## config.mk

```make
export PLATFORM = sky130hd
export DESIGN_NAME = instr_fetch_responder
export DESIGN_NICKNAME = d
export VERILOG_FILES = /design/src/rtl/instr_fetch_responder.sv
export SDC_FILE = /design/constraint.sdc
export NUM_CORES = 1
export LEC_CHECK = 0
export CAP_MARGIN = 5
export CORE_MARGIN = 2
export CORE_UTILIZATION = 45
export CTS_CLUSTER_SIZE = 20
export DETAILED_ROUTE_END_ITERATION = 7
export PLACE_DENSITY = 0.63
export SLEW_MARGIN = 15
export SYNTH_ARGS = -nofsm -noshare
export SYNTH_HDL_FRONTEND = slang
export SYNTH_SLANG_ARGS = --single-unit
```

## constraint.sdc

```tcl
create_clock -name clk -period 6.15 [get_ports clk]
set_input_delay 1.23 -clock clk [delete_from_list [all_inputs] [get_ports clk]]
set_output_delay 1.23 -clock clk [all_outputs]
set_load 0.01 [all_outputs]
```

## src/rtl/instr_fetch_responder.sv

```systemverilog
// instr_fetch_responder
// Memory-side responder for the instruction fetch handshake. It keeps one cache
// line in a line buffer. A hit is answered from that buffer. A miss runs a
// LINE_BEATS-beat burst read from physical memory, fills the buffer and then
// answers. All outputs come straight from registers.
module instr_fetch_responder #(
  parameter int ADDR_W     = 32,
  parameter int BEAT_W     = 64,
  parameter int LINE_BEATS = 4
) (
  input  logic              clk,
  input  logic              reset_n,
  input  logic              instr_read,
  input  logic [ADDR_W-1:0] instr_mem_address,
  output logic              instr_mem_resp,
  output logic [31:0]       in,
  input  logic              flush,
  output logic              pmem_read,
  output logic [ADDR_W-1:0] pmem_address,
  input  logic [BEAT_W-1:0] pmem_rdata,
  input  logic              pmem_resp
);

  localparam int LINE_W = LINE_BEATS * BEAT_W;
  localparam int OFF_W  = $clog2(LINE_W / 8);
  localparam int TAG_W  = ADDR_W - OFF_W;
  localparam int WI_W   = OFF_W - 2;
  localparam int BC_W   = (LINE_BEATS > 1) ? $clog2(LINE_BEATS) : 1;
  localparam logic [BC_W-1:0] LAST_BEAT = BC_W'(LINE_BEATS - 1);

  localparam logic [1:0] ST_IDLE = 2'd0;
  localparam logic [1:0] ST_FILL = 2'd1;
  localparam logic [1:0] ST_RESP = 2'd2;

  // The line is packed so that 32-bit word w sits at bits [w*32 +: 32].
  // Beats are little-endian, so word index = beat*(BEAT_W/32) + lane.
  function automatic logic [31:0] sel_word(input logic [LINE_W-1:0] line,
                                           input logic [WI_W-1:0]   idx);
    return line[{idx, 5'b00000} +: 32];
  endfunction

  logic [1:0]        state_r;
  logic [LINE_W-1:0] line_r;
  logic [LINE_W-1:0] line_next_s;
  logic [TAG_W-1:0]  tag_r;
  logic              line_valid_r;
  logic [TAG_W-1:0]  req_tag_r;
  logic [WI_W-1:0]   req_word_r;
  logic [BC_W-1:0]   beat_cnt_r;
  logic              drop_r;

  logic [TAG_W-1:0]  addr_tag_s;
  logic [WI_W-1:0]   addr_word_s;
  logic              hit_s;
  logic              fill_beat_s;
  logic              last_beat_s;
  logic              unused_addr_bits_s;

  assign addr_tag_s         = instr_mem_address[ADDR_W-1:OFF_W];
  assign addr_word_s        = instr_mem_address[OFF_W-1:2];
  assign unused_addr_bits_s = ^instr_mem_address[1:0];
  // A flush in the same cycle as a would-be hit forces a miss.
  assign hit_s       = line_valid_r && (tag_r == addr_tag_s) && !flush;
  assign fill_beat_s = (state_r == ST_FILL) && pmem_resp;
  assign last_beat_s = fill_beat_s && (beat_cnt_r == LAST_BEAT);

  // Merge the incoming beat into a copy of the line, so the last beat can be returned in the same edge
  always_comb begin
    line_next_s = line_r;
    for (int b = 0; b < LINE_BEATS; b++) begin
      if (fill_beat_s && (beat_cnt_r == BC_W'(b))) begin
        line_next_s[b*BEAT_W +: BEAT_W] = pmem_rdata;
      end else begin
        line_next_s[b*BEAT_W +: BEAT_W] = line_r[b*BEAT_W +: BEAT_W];
      end
    end
  end

  // Fetch FSM, line buffer state and registered handshake outputs
  always_ff @(posedge clk) begin
    if (!reset_n) begin
      state_r        <= ST_IDLE;
      line_r         <= '0;
      tag_r          <= '0;
      line_valid_r   <= 1'b0;
      req_tag_r      <= '0;
      req_word_r     <= '0;
      beat_cnt_r     <= '0;
      drop_r         <= 1'b0;
      instr_mem_resp <= 1'b0;
      in             <= 32'h0000_0000;
      pmem_read      <= 1'b0;
      pmem_address   <= '0;
    end else begin
      line_r <= line_next_s;
      case (state_r)
        ST_IDLE: begin
          instr_mem_resp <= 1'b0;
          if (flush) begin
            line_valid_r <= 1'b0;
          end
          if (instr_read) begin
            req_tag_r  <= addr_tag_s;
            req_word_r <= addr_word_s;
            if (hit_s) begin
              state_r        <= ST_RESP;
              instr_mem_resp <= 1'b1;
              in             <= sel_word(line_r, addr_word_s);
            end else begin
              state_r      <= ST_FILL;
              pmem_read    <= 1'b1;
              pmem_address <= {addr_tag_s, {OFF_W{1'b0}}};
              beat_cnt_r   <= '0;
            end
          end
        end
        ST_FILL: begin
          // A flush during the burst lets it finish but leaves the line invalid.
          if (flush) begin
            drop_r <= 1'b1;
          end
          if (last_beat_s) begin
            tag_r          <= req_tag_r;
            line_valid_r   <= !(drop_r || flush);
            drop_r         <= 1'b0;
            beat_cnt_r     <= '0;
            state_r        <= ST_RESP;
            pmem_read      <= 1'b0;
            instr_mem_resp <= 1'b1;
            in             <= sel_word(line_next_s, req_word_r);
          end else if (fill_beat_s) begin
            beat_cnt_r <= beat_cnt_r + BC_W'(1);
          end
        end
        ST_RESP: begin
          instr_mem_resp <= 1'b0;
          state_r        <= ST_IDLE;
          if (flush) begin
            line_valid_r <= 1'b0;
          end
        end
        default: begin
          state_r        <= ST_IDLE;
          line_valid_r   <= 1'b0;
          drop_r         <= 1'b0;
          beat_cnt_r     <= '0;
          instr_mem_resp <= 1'b0;
          pmem_read      <= 1'b0;
        end
      endcase
    end
  end

endmodule
```

==> results of run 1 <==
## report_power, final
part / internal (mW) / switching, mW / leakage (nW)
Sequential: 2.51 / 0.0351 / 3.08
Combinational: 0.267 / 0.329 / 5.13
Clock: 1.54 / 1.04 / 0.703
Total: 4.31 / 1.40 / 8.91
## cell usage after synthesis, types with 3 or more instances
cell,count
a21oi_1,15
nand4_1,22
mux2_2,11
buf_4,21
mux4_2,65
a221oi_1,30
o31ai_1,30
nor2b_1,203
nor2_1,18
and2_1,6
a31oi_1,30
o22ai_1,4
nand4b_1,3
a22oi_1,63
xor2_1,27
buf_2,47
inv_1,5
clkbuf_1,105
nand2_1,343
dfxtp_1,380
and3_1,3
mux2i_1,261
nor3_1,3
a21boi_1,19
o221ai_1,22
buf_1,11
ha_1,4
o21ai_0,10
nand2b_1,23
a21boi_0,144
o211ai_1,19
o21ai_1,6
nor4_1,7
## worst reg2reg max path, stage by stage, from the launching register on
cell and delay [ps]:
dfxtp_4 660, buf_4 780, or3_1 940, o221ai_1 230, a22oi_1 200, a31oi_1 180
a21oi_1 190
## cell type report
class,instances,area (sq um),area share
antenna,3,7.51,0.000337
clock buffer,67,1300,0.0584
clock inverter,13,125,0.00562
inverter,5,18.8,0.000843
multi-input combinational,1416,10700,0.479
sequential,380,7610,0.342
tap,539,674,0.0303
timing repair buffer,194,1860,0.0835
## through the flow
step                worst slack [ps]  cells  power, mW  area (sq um)  hold WS, ps
floorplan                       3330   1986       2.95         19100          441
global placement                1980   2534       3.18         20800          447
detailed placement              1950   2534       3.19         20800          458
CTS                             2560   2614       5.78         22200          466
global route                    2310   2616       5.92         22300          479
finish                          2530   2617       5.72         22300          461
## cell families (layout without fill, tap and decap cells)
kind of cell | after synthesis | in the layout | share of synthesized area
AND/OR/NAND/NOR | 642 | 642 | 0.165
multiplexers | 337 | 337 | 0.220
buffers and inverters | 190 | 279 | 0.0450
AO/OA/AOI/OAI | 401 | 401 | 0.156
flip-flops | 380 | 380 | 0.399
other | 1 | 8 | 0.000197
XOR/XNOR | 27 | 27 | 0.0124
adder cells (fa/ha/maj) | 4 | 4 | 0.00263
## layer usage
metal  vias to the layer above  track usage  routed length, um
met4                         0        0.101               1830
met2                       438        0.397              24700
met3                       118       0.0329               2950
li1                       7193            -                  -
met1                      7377        0.323              24000
met5                         -            0                  0
## state kept, by name, indices dropped and copies added, names as in the netlist
| signal | flops |
|---|---|
| req_tag_r | 27 |
| line_r | 256 |
| tag_r | 27 |
| instr_mem_resp | 1 |
| beat_cnt_r | 2 |
| req_word_r | 3 |
| in | 32 |
| state_r | 2 |
| pmem_read | 1 |
| drop_r | 1 |
| pmem_address | 27 |
| line_valid_r | 1 |
## final timing paths
| path | from | end | slack [ps] | cells past startpoint |
|---|---|---|---|---|
| hold reg to reg | pmem_read$_SDFFE_PN0P_ | pmem_read$_SDFFE_PN0P_ | 460 | 2 |
| hold / removal | pmem_read$_SDFFE_PN0P_ | pmem_read$_SDFFE_PN0P_ | 460 | 2 |
| setup reg to reg | req_word_r[0]$_SDFFE_PN0P_ | in[30]$_SDFFE_PN0P_ | 2900 | 6 |
| setup / recovery | instr_mem_address[9] | in[16]$_SDFFE_PN0P_ | 2530 | 8 |
==> flow_summary_export.csv, run 1 <==
group,metric,value,unit
global_routing,grt_use_total,0.242,
logic_synthesis,synth_top_area_frac,0.399,
drt,routed_via_density,5.78,
clock_tree,cts_root_buf,"clkbuf_16",
logic_synthesis,synth.area.top_cells,"dfxtp_1 40%, mux2i_1 14%, mux4_2 7.7%",
clock_tree,cts.sinks,380,
drt,first_pass_iters,7,
logic_synthesis,yosys_most_used_dff,"dfxtp_1",
final_layout,fill_cells,3754,
clock_tree,cts_resized,0,
placement,port_buffers,159,
placement,gp_congestion,0.815,
setup_path,cp_data_required_time,6660,ps
global_routing,grt_pass1_wl,84700,um
logic_synthesis,synth_top_area_cell,"dfxtp_1",
sta,slew_headroom,0.250,
final_layout,mostFrequentLayoutCell,"dfxtp_1",
sta,finalSetupViolCount,0,
setup_path,crit_family,"simple AND/OR/NAND/NOR gates",
clock_tree,clkLatencyLatePin,580,ps
logic_synthesis,synth_cell_type_count,51,
drt,drt_iter0_markers,1014,
clock_tree,post_cts_buffers,0,
logic_synthesis,ys_warn_count,0,
setup_path,crit_arrival,4120,ps
setup_path,cp_num_buf_inv,2,
drt,drc,0,
global_routing,grt_overflow,0,
final_layout,area_growth,16.8,%
global_routing,grt_pass1_vias,15300,
sta,hold_viol_final,0,
drt,ant_nets,0,
clock_tree,numCtsBuffers,44,
drt,via_count,15100,
global_routing,grt_max_degree,130,
clock_tree,holdBufCountCts,0,
logic_synthesis,synth_edf_count,0,
logic_synthesis,ys_ff_latch,380,
floorplanning,dieArea,0.0440,sq mm
placement,place_hpwl,31900,um
setup_path,worst_path_max_delay_cell,"or2_1",
logic_synthesis,ys_seq_area_frac,0.399,
sta,rsz0062_at_grt,"no",
sta,timing.final.crit_share,0.588,
floorplanning,die_x,210,um
worst_hold_path,hold_path_class,"flip-flop to flip-flop",
clock_tree,htree_num_levels,2,
floorplanning,core_area,0.0419,sq mm
sta,skew,21.0,ps
clock_tree,clk_pin_slew_worst_paths,60,ps
global_routing,antenna_found_initial,3,
outcome,status,"finished clean",
final_layout,drive_gt1_frac,0.0920,
floorplanning,std_cell_rows,75,
drt,wl_per_cell,20.4,um
logic_synthesis,synth_area,0.0191,sq mm
sta,worst_slew_pin_slew,1130,ps
floorplanning,start_util,0.455,
setup_path,cp-end-kind,"flip-flop",
sta,fmax,277,MHz
pwr,ir_drop,174,uV
setup_path,start_kind,"input pin",
final_layout,final_cell_mix,"379 x dfxtp_1, 343 x nand2_1, 261 x mux2i_1",
setup_path,path_class,"input pin to flip-flop",
floorplanning,ios,167,
flow_run,drv_cap,0,
final_layout,fin_util,0.532,
setup_path,path_max_fanout,24,
logic_synthesis,synth_area_per_cell,9.62,sq um
logic_synthesis,postSynthCellCount,1982,
sta,fin_crit,3620,ps
clock_tree,tritoncts,"built",
pwr,power_density,257,mW/mm^2
floorplanning,die_y,210,um
setup_path,path_cells,"clkdlybuf4s50_1 > xor2_1 > nor4_1 > nand4_1 > nor3_4 > or2_1 > buf_4 > o221a_1",
sta,slew_violations,0,
final_layout,nNetsFinal,2146,
clock_tree,clk_path_buf_depth,3,
logic_synthesis,async_flop_share,0,
pwr,p_leak,8.91,nW
drt,drt_wl_total,53500,um
setup_path,cpPeakStageDelay,500,ps
sta,fin_tns_setup,0,ps
No activity file was read; power rests on OpenSTA's default activity.
==> inputs of run 2 (changes only) <==
clock period = 3.4 ns   (was 6.15 ns; I/O delays follow)
==> run 2 against run 1 <==
Register-to-register slack got worse by 2100 ps. Final area increased by 1.7%. Setup slack got worse by 1800 ps. First-iteration DRC count decreased by 4.7%. Die area unchanged. Critical path depth decreased by 2. Hold slack got worse by 9.1 ps. Critical endpoint unchanged. Largest cell class unchanged. Largest power group unchanged.
==> flow_summary_export.csv, run 2 (synthesis results as in run 1) <==
group,metric,value,unit
outcome,status,"finished clean",
sta,hold_slack,452,ps
worst_hold_path,worstHoldStart,"pmem_read$_SDFFE_PN0P_",
setup_path,start_kind,"flip-flop",
setup_path,cp-end-kind,"flip-flop",
placement,place_hpwl,33900,um
sta,fin_crit,2640,ps
placement,port_buffers,159,
global_routing,grt_overflow,0,
setup_path,cpPeakStageDelay,710,ps
final_layout,mostFrequentLayoutCell,"dfxtp_1",
setup_path,path_cells,"and2_1 > buf_4 > a22oi_1 > nand4_1 > o22ai_1 > o221a_1",
floorplanning,ios,167,
floorplanning,die_y,210,um
setup_path,cp_data_required_time,3850,ps
setup_path,timing.rr.start,"req_word_r[1]$_SDFFE_PN0P_",
final_layout,largest_reg_flops,256,
floorplanning,std_cell_rows,75,
drt,first_pass_iters,5,
setup_path,crit_family,"simple AND/OR/NAND/NOR gates",
global_routing,grt_pass1_vias,15400,
final_layout,nNetsFinal,2168,
final_layout,final_cell_mix,"379 x dfxtp_1, 343 x nand2_1, 261 x mux2i_1",
placement,gp_congestion,0.795,
clock_tree,cts_resized,0,
worst_hold_path,hold_path_class,"flip-flop to flip-flop",
setup_path,worst_path_max_delay_cell,"dfxtp_1",
sta,rsz0062_at_grt,"no",
floorplanning,dieArea,0.0440,sq mm
sta,skew,15.7,ps
sta,fin_tns_setup,0,ps
global_routing,grt_max_degree,107,
clock_tree,holdBufCountCts,0,
drt,drc,0,
clock_tree,numCtsBuffers,43,
floorplanning,core_area,0.0419,sq mm
setup_path,crit_arrival,3090,ps
clock_tree,cts.sinks,380,
clock_tree,post_cts_buffers,0,
global_routing,antenna_found_initial,3,
sta,fmax,380,MHz
setup_path,cp_num_buf_inv,1,
sta,hold_viol_final,0,
floorplanning,start_util,0.455,
placement,place_ws,197,ps
clock_tree,cts_root_buf,"clkbuf_16",
setup_path,crit_start,"req_word_r[1]$_SDFFE_PN0P_",
sta,slew_violations,0,
drt,drt_iter0_markers,966,
floorplanning,die_x,210,um
final_layout,regMostFlops,"line_r",
placement,placed_cell_area,0.0212,sq mm
pwr,ir_drop,313,uV
final_layout,top_regs,"line_r: 256 flops, in: 32 flops",
setup_path,path_max_fanout,21,
drt,ant_nets,0,
global_routing,grt_use_total,0.245,
flow_run,drv_cap,0,
drt,drt_wl_total,54100,um
clock_tree,clk_pin_slew_worst_paths,60,ps
drt,routed_via_density,5.77,
clock_tree,clkLatencyLatePin,570,ps
sta,setup_ws,765,ps
drt,wl_per_cell,20.5,um
final_layout,final_area,0.0226,sq mm
sta,slew_headroom,0.281,
drt,via_count,15200,
global_routing,grt_pass1_wl,85900,um
pwr,p_leak,9.11,nW
sta,finalSetupViolCount,0,
pwr,power_density,461,mW/mm^2
final_layout,drive_gt1_frac,0.103,
clock_tree,htree_num_levels,2,
sta,timing.final.crit_share,0.775,
sta,worst_slew_pin_slew,1070,ps
final_layout,fill_cells,3735,
clock_tree,tritoncts,"built",
setup_path,path_class,"flip-flop to flip-flop",
clock_tree,clk_path_buf_depth,3,
final_layout,area_growth,18.8,%
-- run 2: changes by cell type in the layout (fill, tap and decap cells not counted), sizes merged --
cell,before,now
clkinvlp,1,0
clkbuf,68,69
clkinv,8,6
inv,7,8
buf,38,61
-- run 2: per-layer routing --
| metal | vias up | global-route usage | wire length, um |
|---|---|---|---|
| met5 | - | 0 | 0 |
| li1 | 7232 | - | - |
| met2 | 435 | 0.409 | 25300 |
| met1 | 7464 | 0.323 | 24100 |
| met4 | 0 | 0.0839 | 1520 |
| met3 | 107 | 0.0416 | 3120 |
-- run 2: worst paths after layout --
path | endpoint | slack (ps) | depth (start not counted)
max reg2reg | in[16]$_SDFFE_PN0P_ | 760 | 6
min reg2reg | pmem_read$_SDFFE_PN0P_ | 450 | 2
max | in[16]$_SDFFE_PN0P_ | 760 | 6
min | pmem_read$_SDFFE_PN0P_ | 450 | 2
-- run 2: power by group --
| group | switching, mW | internal (mW) |
|---|---|---|
| sequential | 0.0639 | 4.54 |
| clock | 1.89 | 2.83 |
| combinational | 0.606 | 0.504 |
| total | 2.56 | 7.88 |
-- run 2: area by class of cell --
class,instances,area (sq um),area share
clock inverter,11,116,0.00514
tap,539,674,0.0298
clock buffer,68,1330,0.0588
inverter,5,18.8,0.000829
timing repair buffer,217,2220,0.0980
multi-input combinational,1416,10700,0.471
antenna,3,7.51,0.000332
sequential,380,7610,0.336
-- run 2: metrics by stage --
| stage | total power [mW] | std cells | util |
|---|---|---|---|
| floorplan | 5.34 | 1986 | - |
| global placement | 5.78 | 2557 | 0.506 |
| detailed placement | 5.80 | 2557 | 0.506 |
| CTS | 10.5 | 2636 | 0.541 |
| global route | 10.8 | 2638 | 0.541 |
| finish | 10.4 | 2639 | 0.541 |
-- run 2: worst reg2reg max path, stage by stage, from the launching register on --
cell,delay (ps)
dfxtp_1,710
and2_1,650
buf_4,510
a22oi_1,180
nand4_1,180
o22ai_1,90
o221a_1,210
